$ cat src/rtl/frame_buf_ring_pkg.sv
`default_nettype none
// ============================================================================
// Module      : frame_buf_ring_pkg
// Description : Shared definitions for the ring frame buffer. Holds the FSM
//               state encodings used by the write and read controllers and
//               the polarity constants for the active-low strobes and reset.
// Ports       : none (package)
// Revision    : 1.0 - initial ring-buffer release
// ============================================================================
package frame_buf_ring_pkg;

  // Both controllers share one encoding: write uses IDLE/FILL, read uses IDLE/READ.
  typedef enum logic [1:0] {
    IDLE = 2'd0,
    FILL = 2'd1,
    READ = 2'd2
  } state_t;

  // Strobes and reset are active-low.
  localparam logic ASSERT   = 1'b0;
  localparam logic DEASSERT = 1'b1;

endpackage
`default_nettype wire

$ cat src/rtl/frame_buf_ring_if.sv
`default_nettype none
// ============================================================================
// Module      : frame_buf_ring_if
// Description : Pixel bus between the source/sink and the ring frame buffer.
// Ports       : master - drives wr_en_in, data_in, rd_en_in, rep_en;
//                        observes wr_rdy, wr_frame_done, overflow, data_out,
//                        rd_valid, rd_first, rd_last, num_full
//               slave  - the frame buffer side (directions reversed)
// Revision    : 1.0 - initial ring-buffer release
// ============================================================================
interface frame_buf_ring_if #(
  parameter int DATA_WIDTH = 24,
  parameter int BUF_BITS   = 1
);
  logic                  wr_en_in;
  logic [DATA_WIDTH-1:0] data_in;
  logic                  wr_rdy;
  logic                  wr_frame_done;
  logic                  overflow;
  logic                  rd_en_in;
  logic [DATA_WIDTH-1:0] data_out;
  logic                  rd_valid;
  logic                  rd_first;
  logic                  rd_last;
  logic                  rep_en;
  logic [BUF_BITS:0]     num_full;

  modport master (
    output wr_en_in, data_in, rd_en_in, rep_en,
    input  wr_rdy, wr_frame_done, overflow, data_out,
           rd_valid, rd_first, rd_last, num_full
  );

  modport slave (
    input  wr_en_in, data_in, rd_en_in, rep_en,
    output wr_rdy, wr_frame_done, overflow, data_out,
           rd_valid, rd_first, rd_last, num_full
  );
endinterface
`default_nettype wire

$ cat src/rtl/frame_buf_ring_data_mem.sv
`default_nettype none
// ============================================================================
// Module      : frame_buf_ring_data_mem
// Description : Simple dual-port RAM, synchronous write, registered read
//               with one cycle of latency. Only the read register is reset;
//               the array contents survive reset.
// Ports       : clk, reset (sync, active-low), we/waddr/wdata write port,
//               re/raddr read port, rdata registered read data
// Revision    : 1.0 - initial ring-buffer release
// ============================================================================
module frame_buf_ring_data_mem
  import frame_buf_ring_pkg::*;
#(
  parameter int DATA_WIDTH = 24,
  parameter int ADDR_WIDTH = 4
) (
  input  logic                  clk,
  input  logic                  reset,
  input  logic                  we,
  input  logic [ADDR_WIDTH-1:0] waddr,
  input  logic [DATA_WIDTH-1:0] wdata,
  input  logic                  re,
  input  logic [ADDR_WIDTH-1:0] raddr,
  output logic [DATA_WIDTH-1:0] rdata
);
  logic [DATA_WIDTH-1:0] mem [0:(1<<ADDR_WIDTH)-1];

  always_ff @(posedge clk) begin
    if (we) begin
      mem[waddr] <= wdata;
    end
  end

  always_ff @(posedge clk) begin
    if (reset == ASSERT) begin
      rdata <= '0;
    end else if (re) begin
      rdata <= mem[raddr];
    end
  end
endmodule
`default_nettype wire

$ cat src/rtl/frame_buf_ring.sv
`default_nettype none
// ============================================================================
// Module      : frame_buf_ring
// Description : N-slot ring frame buffer. The writer fills whole frames into
//               successive slots; the reader drains completed frames in
//               order, optionally replaying the last frame when no newer one
//               is waiting (display refresh).
// Ports       : clk   - single clock
//               reset - synchronous, active-low
//               bus   - frame_buf_ring_if.slave (write strobe/data, ready,
//                       frame-done, overflow, read request, read data with
//                       valid/first/last markers, repeat enable, fill count)
// Revision    : 1.0 - initial ring-buffer release
// ============================================================================
module frame_buf_ring
  import frame_buf_ring_pkg::*;
#(
  parameter int DATA_WIDTH = 24,
  parameter int ADDR_WIDTH = 3,
  parameter int BUF_BITS   = 1
) (
  input  logic            clk,
  input  logic            reset,
  frame_buf_ring_if.slave bus
);
  localparam int                    NUM_BUFS  = 1 << BUF_BITS;
  localparam logic [ADDR_WIDTH-1:0] ADDR_LAST = '1;
  localparam logic [ADDR_WIDTH-1:0] ADDR_ONE  = ADDR_WIDTH'(1);
  localparam logic [BUF_BITS:0]     ONE_FULL  = (BUF_BITS+1)'(1);

  state_t                wr_state, wr_state_nxt;
  state_t                rd_state, rd_state_nxt;
  logic [BUF_BITS-1:0]   wr_slot, wr_slot_nxt;
  logic [BUF_BITS-1:0]   rd_slot, rd_slot_nxt;
  logic [ADDR_WIDTH-1:0] wr_addr, wr_addr_nxt;
  logic [ADDR_WIDTH-1:0] rd_addr, rd_addr_nxt;
  logic [NUM_BUFS-1:0]   full, full_nxt;
  logic [BUF_BITS:0]     num_full, num_full_nxt;
  logic                  wr_rdy_q, wr_rdy_nxt;
  logic                  wr_frame_done_q, overflow_q;
  logic                  rd_valid_q, rd_first_q, rd_last_q;

  logic wr_try, wr_acc, wr_done;
  logic rd_req, rd_issue, rd_end, rd_keep, rd_release;

  assign wr_try  = (bus.wr_en_in == ASSERT);
  assign wr_acc  = wr_try && wr_rdy_q;
  assign wr_done = wr_acc && (wr_state == FILL) && (wr_addr == ADDR_LAST);

  assign rd_req   = (bus.rd_en_in == ASSERT);
  assign rd_issue = rd_req && (rd_state == READ);
  assign rd_end   = rd_issue && (rd_addr == ADDR_LAST);
  // Replay only when this is the sole completed frame; a newer one wins.
  assign rd_keep    = bus.rep_en && (num_full == ONE_FULL);
  assign rd_release = rd_end && !rd_keep;

  // ---------------- write controller ----------------
  always_comb begin
    wr_state_nxt = wr_state;
    wr_addr_nxt  = wr_addr;
    wr_slot_nxt  = wr_slot;
    case (wr_state)
      IDLE: begin
        wr_addr_nxt = '0;
        if (wr_acc) begin
          wr_addr_nxt  = ADDR_ONE;
          wr_state_nxt = FILL;
        end
      end
      FILL: begin
        if (wr_acc) begin
          if (wr_addr == ADDR_LAST) begin
            wr_addr_nxt  = '0;
            wr_slot_nxt  = wr_slot + 1'b1;
            wr_state_nxt = IDLE;
          end else begin
            wr_addr_nxt = wr_addr + 1'b1;
          end
        end
      end
      default: begin
        wr_addr_nxt  = '0;
        wr_state_nxt = IDLE;
      end
    endcase
  end

  // ---------------- read controller ----------------
  always_comb begin
    rd_state_nxt = rd_state;
    rd_addr_nxt  = rd_addr;
    rd_slot_nxt  = rd_slot;
    case (rd_state)
      IDLE: begin
        rd_addr_nxt = '0;
        if (rd_req && full[rd_slot]) begin
          rd_state_nxt = READ;
        end
      end
      READ: begin
        if (rd_req) begin
          if (rd_addr == ADDR_LAST) begin
            rd_addr_nxt  = '0;
            rd_state_nxt = IDLE;
            if (rd_release) begin
              rd_slot_nxt = rd_slot + 1'b1;
            end
          end else begin
            rd_addr_nxt = rd_addr + 1'b1;
          end
        end
      end
      default: begin
        rd_addr_nxt  = '0;
        rd_state_nxt = IDLE;
      end
    endcase
  end

  // ---------------- slot bookkeeping ----------------
  // A completion and a release in the same cycle touch different slots
  // (writer needs an empty slot, reader a full one), so both bits update
  // and the count nets to zero change.
  always_comb begin
    full_nxt = full;
    if (wr_done) begin
      full_nxt[wr_slot] = 1'b1;
    end
    if (rd_release) begin
      full_nxt[rd_slot] = 1'b0;
    end
    num_full_nxt = num_full;
    case ({wr_done, rd_release})
      2'b10:   num_full_nxt = num_full + 1'b1;
      2'b01:   num_full_nxt = num_full - 1'b1;
      default: num_full_nxt = num_full;
    endcase
    // Registered ready reflects the slot the writer will target next cycle.
    wr_rdy_nxt = !full_nxt[wr_slot_nxt];
  end

  always_ff @(posedge clk) begin
    if (reset == ASSERT) begin
      wr_state        <= IDLE;
      rd_state        <= IDLE;
      wr_slot         <= '0;
      rd_slot         <= '0;
      wr_addr         <= '0;
      rd_addr         <= '0;
      full            <= '0;
      num_full        <= '0;
      wr_rdy_q        <= 1'b1;
      wr_frame_done_q <= 1'b0;
      overflow_q      <= 1'b0;
      rd_valid_q      <= 1'b0;
      rd_first_q      <= 1'b0;
      rd_last_q       <= 1'b0;
    end else begin
      wr_state        <= wr_state_nxt;
      rd_state        <= rd_state_nxt;
      wr_slot         <= wr_slot_nxt;
      rd_slot         <= rd_slot_nxt;
      wr_addr         <= wr_addr_nxt;
      rd_addr         <= rd_addr_nxt;
      full            <= full_nxt;
      num_full        <= num_full_nxt;
      wr_rdy_q        <= wr_rdy_nxt;
      wr_frame_done_q <= wr_done;
      overflow_q      <= overflow_q | (wr_try & ~wr_rdy_q);
      rd_valid_q      <= rd_issue;
      rd_first_q      <= rd_issue && (rd_addr == '0);
      rd_last_q       <= rd_end;
    end
  end

  frame_buf_ring_data_mem #(
    .DATA_WIDTH (DATA_WIDTH),
    .ADDR_WIDTH (ADDR_WIDTH + BUF_BITS)
  ) u_mem (
    .clk   (clk),
    .reset (reset),
    .we    (wr_acc),
    .waddr ({wr_slot, wr_addr}),
    .wdata (bus.data_in),
    .re    (rd_issue),
    .raddr ({rd_slot, rd_addr}),
    .rdata (bus.data_out)
  );

  assign bus.wr_rdy        = wr_rdy_q;
  assign bus.wr_frame_done = wr_frame_done_q;
  assign bus.overflow      = overflow_q;
  assign bus.rd_valid      = rd_valid_q;
  assign bus.rd_first      = rd_first_q;
  assign bus.rd_last       = rd_last_q;
  assign bus.num_full      = num_full;
endmodule
`default_nettype wire

$ cat src/flat_wrapper.sv
// flat-port wrapper written by rule: the top's interface ports become plain ports
module frame_buf_ring_flat import frame_buf_ring_pkg::*;
#(
  parameter int DATA_WIDTH = 24,
  parameter int ADDR_WIDTH = 3,
  parameter int BUF_BITS   = 1
)
  (clk, reset, bus_wr_en_in, bus_data_in, bus_rd_en_in, bus_rep_en, bus_wr_rdy, bus_wr_frame_done, bus_overflow, bus_data_out, bus_rd_valid, bus_rd_first, bus_rd_last, bus_num_full);
  frame_buf_ring_if #(.DATA_WIDTH(DATA_WIDTH), .BUF_BITS(BUF_BITS)) bus_i ();
  input  logic clk;
  input  logic reset;
  input wire logic [$bits(bus_i.wr_en_in)-1:0] bus_wr_en_in;
  input wire logic [$bits(bus_i.data_in)-1:0] bus_data_in;
  input wire logic [$bits(bus_i.rd_en_in)-1:0] bus_rd_en_in;
  input wire logic [$bits(bus_i.rep_en)-1:0] bus_rep_en;
  output wire logic [$bits(bus_i.wr_rdy)-1:0] bus_wr_rdy;
  output wire logic [$bits(bus_i.wr_frame_done)-1:0] bus_wr_frame_done;
  output wire logic [$bits(bus_i.overflow)-1:0] bus_overflow;
  output wire logic [$bits(bus_i.data_out)-1:0] bus_data_out;
  output wire logic [$bits(bus_i.rd_valid)-1:0] bus_rd_valid;
  output wire logic [$bits(bus_i.rd_first)-1:0] bus_rd_first;
  output wire logic [$bits(bus_i.rd_last)-1:0] bus_rd_last;
  output wire logic [$bits(bus_i.num_full)-1:0] bus_num_full;
  assign bus_i.wr_en_in = bus_wr_en_in;
  assign bus_i.data_in = bus_data_in;
  assign bus_i.rd_en_in = bus_rd_en_in;
  assign bus_i.rep_en = bus_rep_en;
  assign bus_wr_rdy = bus_i.wr_rdy;
  assign bus_wr_frame_done = bus_i.wr_frame_done;
  assign bus_overflow = bus_i.overflow;
  assign bus_data_out = bus_i.data_out;
  assign bus_rd_valid = bus_i.rd_valid;
  assign bus_rd_first = bus_i.rd_first;
  assign bus_rd_last = bus_i.rd_last;
  assign bus_num_full = bus_i.num_full;
  frame_buf_ring #(.DATA_WIDTH(DATA_WIDTH), .ADDR_WIDTH(ADDR_WIDTH), .BUF_BITS(BUF_BITS)) u_core (.clk(clk), .reset(reset), .bus(bus_i));
endmodule
$ cat config.mk
export PLATFORM = sky130hd
export DESIGN_NAME = frame_buf_ring_flat
export DESIGN_NICKNAME = d
export VERILOG_FILES = /design/src/rtl/frame_buf_ring_pkg.sv /design/src/rtl/frame_buf_ring_if.sv /design/src/rtl/frame_buf_ring_data_mem.sv /design/src/rtl/frame_buf_ring.sv /design/src/flat_wrapper.sv
export SDC_FILE = /design/constraint.sdc
export NUM_CORES = 1
export LEC_CHECK = 0
export CAP_MARGIN = 20
export CORE_MARGIN = 1
export CORE_UTILIZATION = 33
export CTS_CLUSTER_SIZE = 14
export DETAILED_ROUTE_END_ITERATION = 8
export SYNTH_ARGS = -nofsm -noshare
export SYNTH_HDL_FRONTEND = slang
export SYNTH_HIERARCHICAL = 1
export SYNTH_SLANG_ARGS = --single-unit
$ cat constraint.sdc
create_clock -name clk -period 3.6 [get_ports clk]
set_clock_uncertainty 0.05 [all_clocks]
set_input_delay 0.72 -clock clk [delete_from_list [all_inputs] [get_ports clk]]
set_output_delay 0.72 -clock clk [all_outputs]
set_load 0.005 [all_outputs]
==> impl_metrics.env <==
export IMPL_multi_input_area_um2=3840
export IMPL_power_uw=10100
export IMPL_worstPathArrival_ns=2.63
export IMPL_setup_tns_ns=0
export IMPL_ir_drop_v=0.000244
export IMPL_timing_critical_path_buf_inv=3
export IMPL_end_kind="register"
export IMPL_via_count=8749
export IMPL_hold_ws_ns=0.406
export IMPL_synthCells=985
export IMPL_crit_slowest_cell="or3b_1"
export IMPL_grt_usage=0.145
export IMPL_wl_met2_um=17800
export IMPL_stdcell_count=1779
export IMPL_powerDensity_nw_per_um2=517
export IMPL_die_w_um=226
export IMPL_placed_cells=1697
export IMPL_path_max_fanout=17
export IMPL_max_freq_mhz=412
export IMPL_initial_core_util=0.336
export IMPL_die_y_um=226
export IMPL_post_cts_resized=0
export IMPL_drcViolationCount=0
export IMPL_clk_latency_ns=0.56
export IMPL_hold_violations=0
export IMPL_rsz0062_at_grt="no"
export IMPL_synth_cell_area_um2=16600
export IMPL_diodes=0
export IMPL_path_cells="clkdlybuf4s50_1, nor2b_1, buf_4, or3b_1, nor2_4, buf_12"
export IMPL_synth_distinct_cells=38
export IMPL_grt_pass1_wl_um=54800
export IMPL_timing_final_crit_share=0.674
export IMPL_wire_per_inst_um=20.5
export IMPL_grt_overflow_total=0
export IMPL_drtIter0Drc=606
export IMPL_coreArea_um2=49300
export IMPL_ys_seq_area_frac=0.750
export IMPL_fillers=4477
export IMPL_crit_type="input port to register"
export IMPL_cp_start_kind="input port"
export IMPL_cts_buffers=44
export IMPL_ant_nets=0
export IMPL_place_hpwl_um=21300
export IMPL_io_buffer_count=60
export IMPL_ys_ff_latch=428
export IMPL_die_area_um2=51100
export IMPL_maxCapViolCount=0
export IMPL_report_final_slew_viol_count=0
export IMPL_clock_root_buffer="clkbuf_16"
export IMPL_ios=61
export IMPL_synth_edf_count=384
export IMPL_p_leak_uw=0.00605
export IMPL_gp_congestion=0.748
export IMPL_setup_viol=0
export IMPL_wirelength_met1_um=16500
export IMPL_postSynthAreaPerCell_um2=16.8
export IMPL_rows=81
export IMPL_cts_tree="yes"
export IMPL_status="completed"
export IMPL_post_cts_buffers=0
export IMPL_dr_max_layer_used="met4"
export IMPL_cts_buffer_depth=3
export IMPL_wl_met3_um=1500
export IMPL_crit_path_max_incr_delay_ns=0.52
export IMPL_firstDrtPassIters=5
export IMPL_cp_required_ns=3.80
export IMPL_hp_class="register to register"
export IMPL_async_flop_share=0
export IMPL_regArea_um2=12400
export IMPL_antenna_found_initial=0
export IMPL_area_delta_synth_final_pct=18.1
export IMPL_yosysWarnings=6
export IMPL_final_util=0.397
export IMPL_period_minus_slack_ns=2.43
export IMPL_yosys_most_used_dff="edfxtp_1"
export IMPL_routed_via_density=4.92
export IMPL_final_nets=1115
export IMPL_clk_pin_slew_ns=0.06
export IMPL_relSlewSlack=0.337
export IMPL_drive_gt1_frac=0.116
export IMPL_grt_pass1_vias=8881
export IMPL_synthesis_nets=1021
export IMPL_cts_hold_buffers=0
export IMPL_cp_top_family="simple AND/OR/NAND/NOR gates"
export IMPL_grt_max_degree=83
export IMPL_wl_um=36500
export IMPL_htree_levels=2
export IMPL_cts_sinks=428
export IMPL_tightestPinTransition_ns=0.993
-- cells by family (layout without fill, tap and decap cells) --
group / Yosys count / count (layout) / synth area share
AND/OR/NAND/NOR: 179 / 179 / 0.0504
buffers and inverters: 59 / 189 / 0.0265
AO/OA/AOI/OAI: 111 / 111 / 0.0466
flip-flops: 428 / 428 / 0.750
adder cells (fa/ha/maj): 7 / 7 / 0.00529
multiplexers: 198 / 198 / 0.120
XOR/XNOR: 3 / 3 / 0.00159
-- report_power, final --
part           internal (uW)  switching [uW]  leakage [uW]  total [uW]
sequential              5440            11.0       0.00382        5450
combinational           52.0             115       0.00152         167
clock                   2680            1810      0.000700        4490
total                   8170            1930       0.00605       10100
-- final cells by class --
type,instances,share of cell area
flip-flops and latches,428,0.635
multi-input cells,498,0.196
clock buffers,58,0.0606
repair buffers,100,0.0518
well taps,664,0.0425
clock inverters,24,0.0125
inverters,7,0.00134
-- layout by cell type (no fill, tap or decap), drive strengths merged, types with 9 or more instances in the layout --
cell	n
edfxtp	384
nand3	74
clkbuf	58
nand2	53
clkinv	16
mux2i	197
buf	40
a21oi	29
clkdlybuf4s50	60
a22oi	72
inv	9
dfxtp	44
nor2	30
-- worst reg2reg max path: cells and delay by family, from the launching register on --
kind	cells	cell delay, ns
flip-flops	1	0.43
AND/OR/NAND/NOR	3	1.04
buffers and inverters	2	0.42
-- cell usage after synthesis (all sizes together) (4+ instances only) --
cell,instances,share of area
buf,36,0.021
mux2i,197,0.12
nand2,53,0.012
a22oi,72,0.033
nor2b,4,0.0015
a21oi,29,0.0088
edfxtp,384,0.70
dfxtp,44,0.053
nor2,30,0.0068
inv,7,0.0016
ha,7,0.0053
nor3,5,0.0015
nand3,74,0.022
clkbuf,16,0.0039
-- worst paths after layout --
path	from	end	slack (ns)	depth (start not counted)
max	bus_wr_en_in	u_core/u_mem/mem[2][5]	1.17	6
min	u_core/u_mem/rdata[2]	u_core/u_mem/rdata[2]	0.41	2
max reg2reg	u_core/bus.wr_rdy	u_core/u_mem/mem[2][5]	1.35	5
min reg2reg	u_core/u_mem/rdata[2]	u_core/u_mem/rdata[2]	0.41	2
-- per-layer routing --
metal,track usage,up-vias
met2,0.240,175
met4,0.0384,0
met5,0,-
met3,0.0249,42
met1,0.194,4498
li1,-,4034
-- flip-flops by register name (all words and copies together), names as in the netlist --
register / count
u_core/bus.overflow: 1
u_core/bus.rd_first: 1
u_core/rd_slot: 1
u_core/u_mem/mem: 384
u_core/u_mem/rdata: 24
u_core/wr_slot: 1
u_core/bus.rd_valid: 1
u_core/bus.rd_last: 1
u_core/rd_addr: 3
u_core/wr_addr: 3
u_core/rd_state: 1
u_core/wr_state: 1
u_core/full: 2
u_core/bus.wr_rdy: 1
u_core/bus.wr_frame_done: 1
u_core/bus.num_full: 2
-- metrics by stage --
| step | setup slack [ns] | cell area [um2] |
|---|---|---|
| floorplan | 0.0352 | 16600 |
| global placement | 0.627 | 18100 |
| detailed placement | 0.586 | 18100 |
| CTS | 1.18 | 19600 |
| global route | 1.09 | 19600 |
| finish | 1.17 | 19600 |
Note: power is estimated with default switching activity, not from simulation.
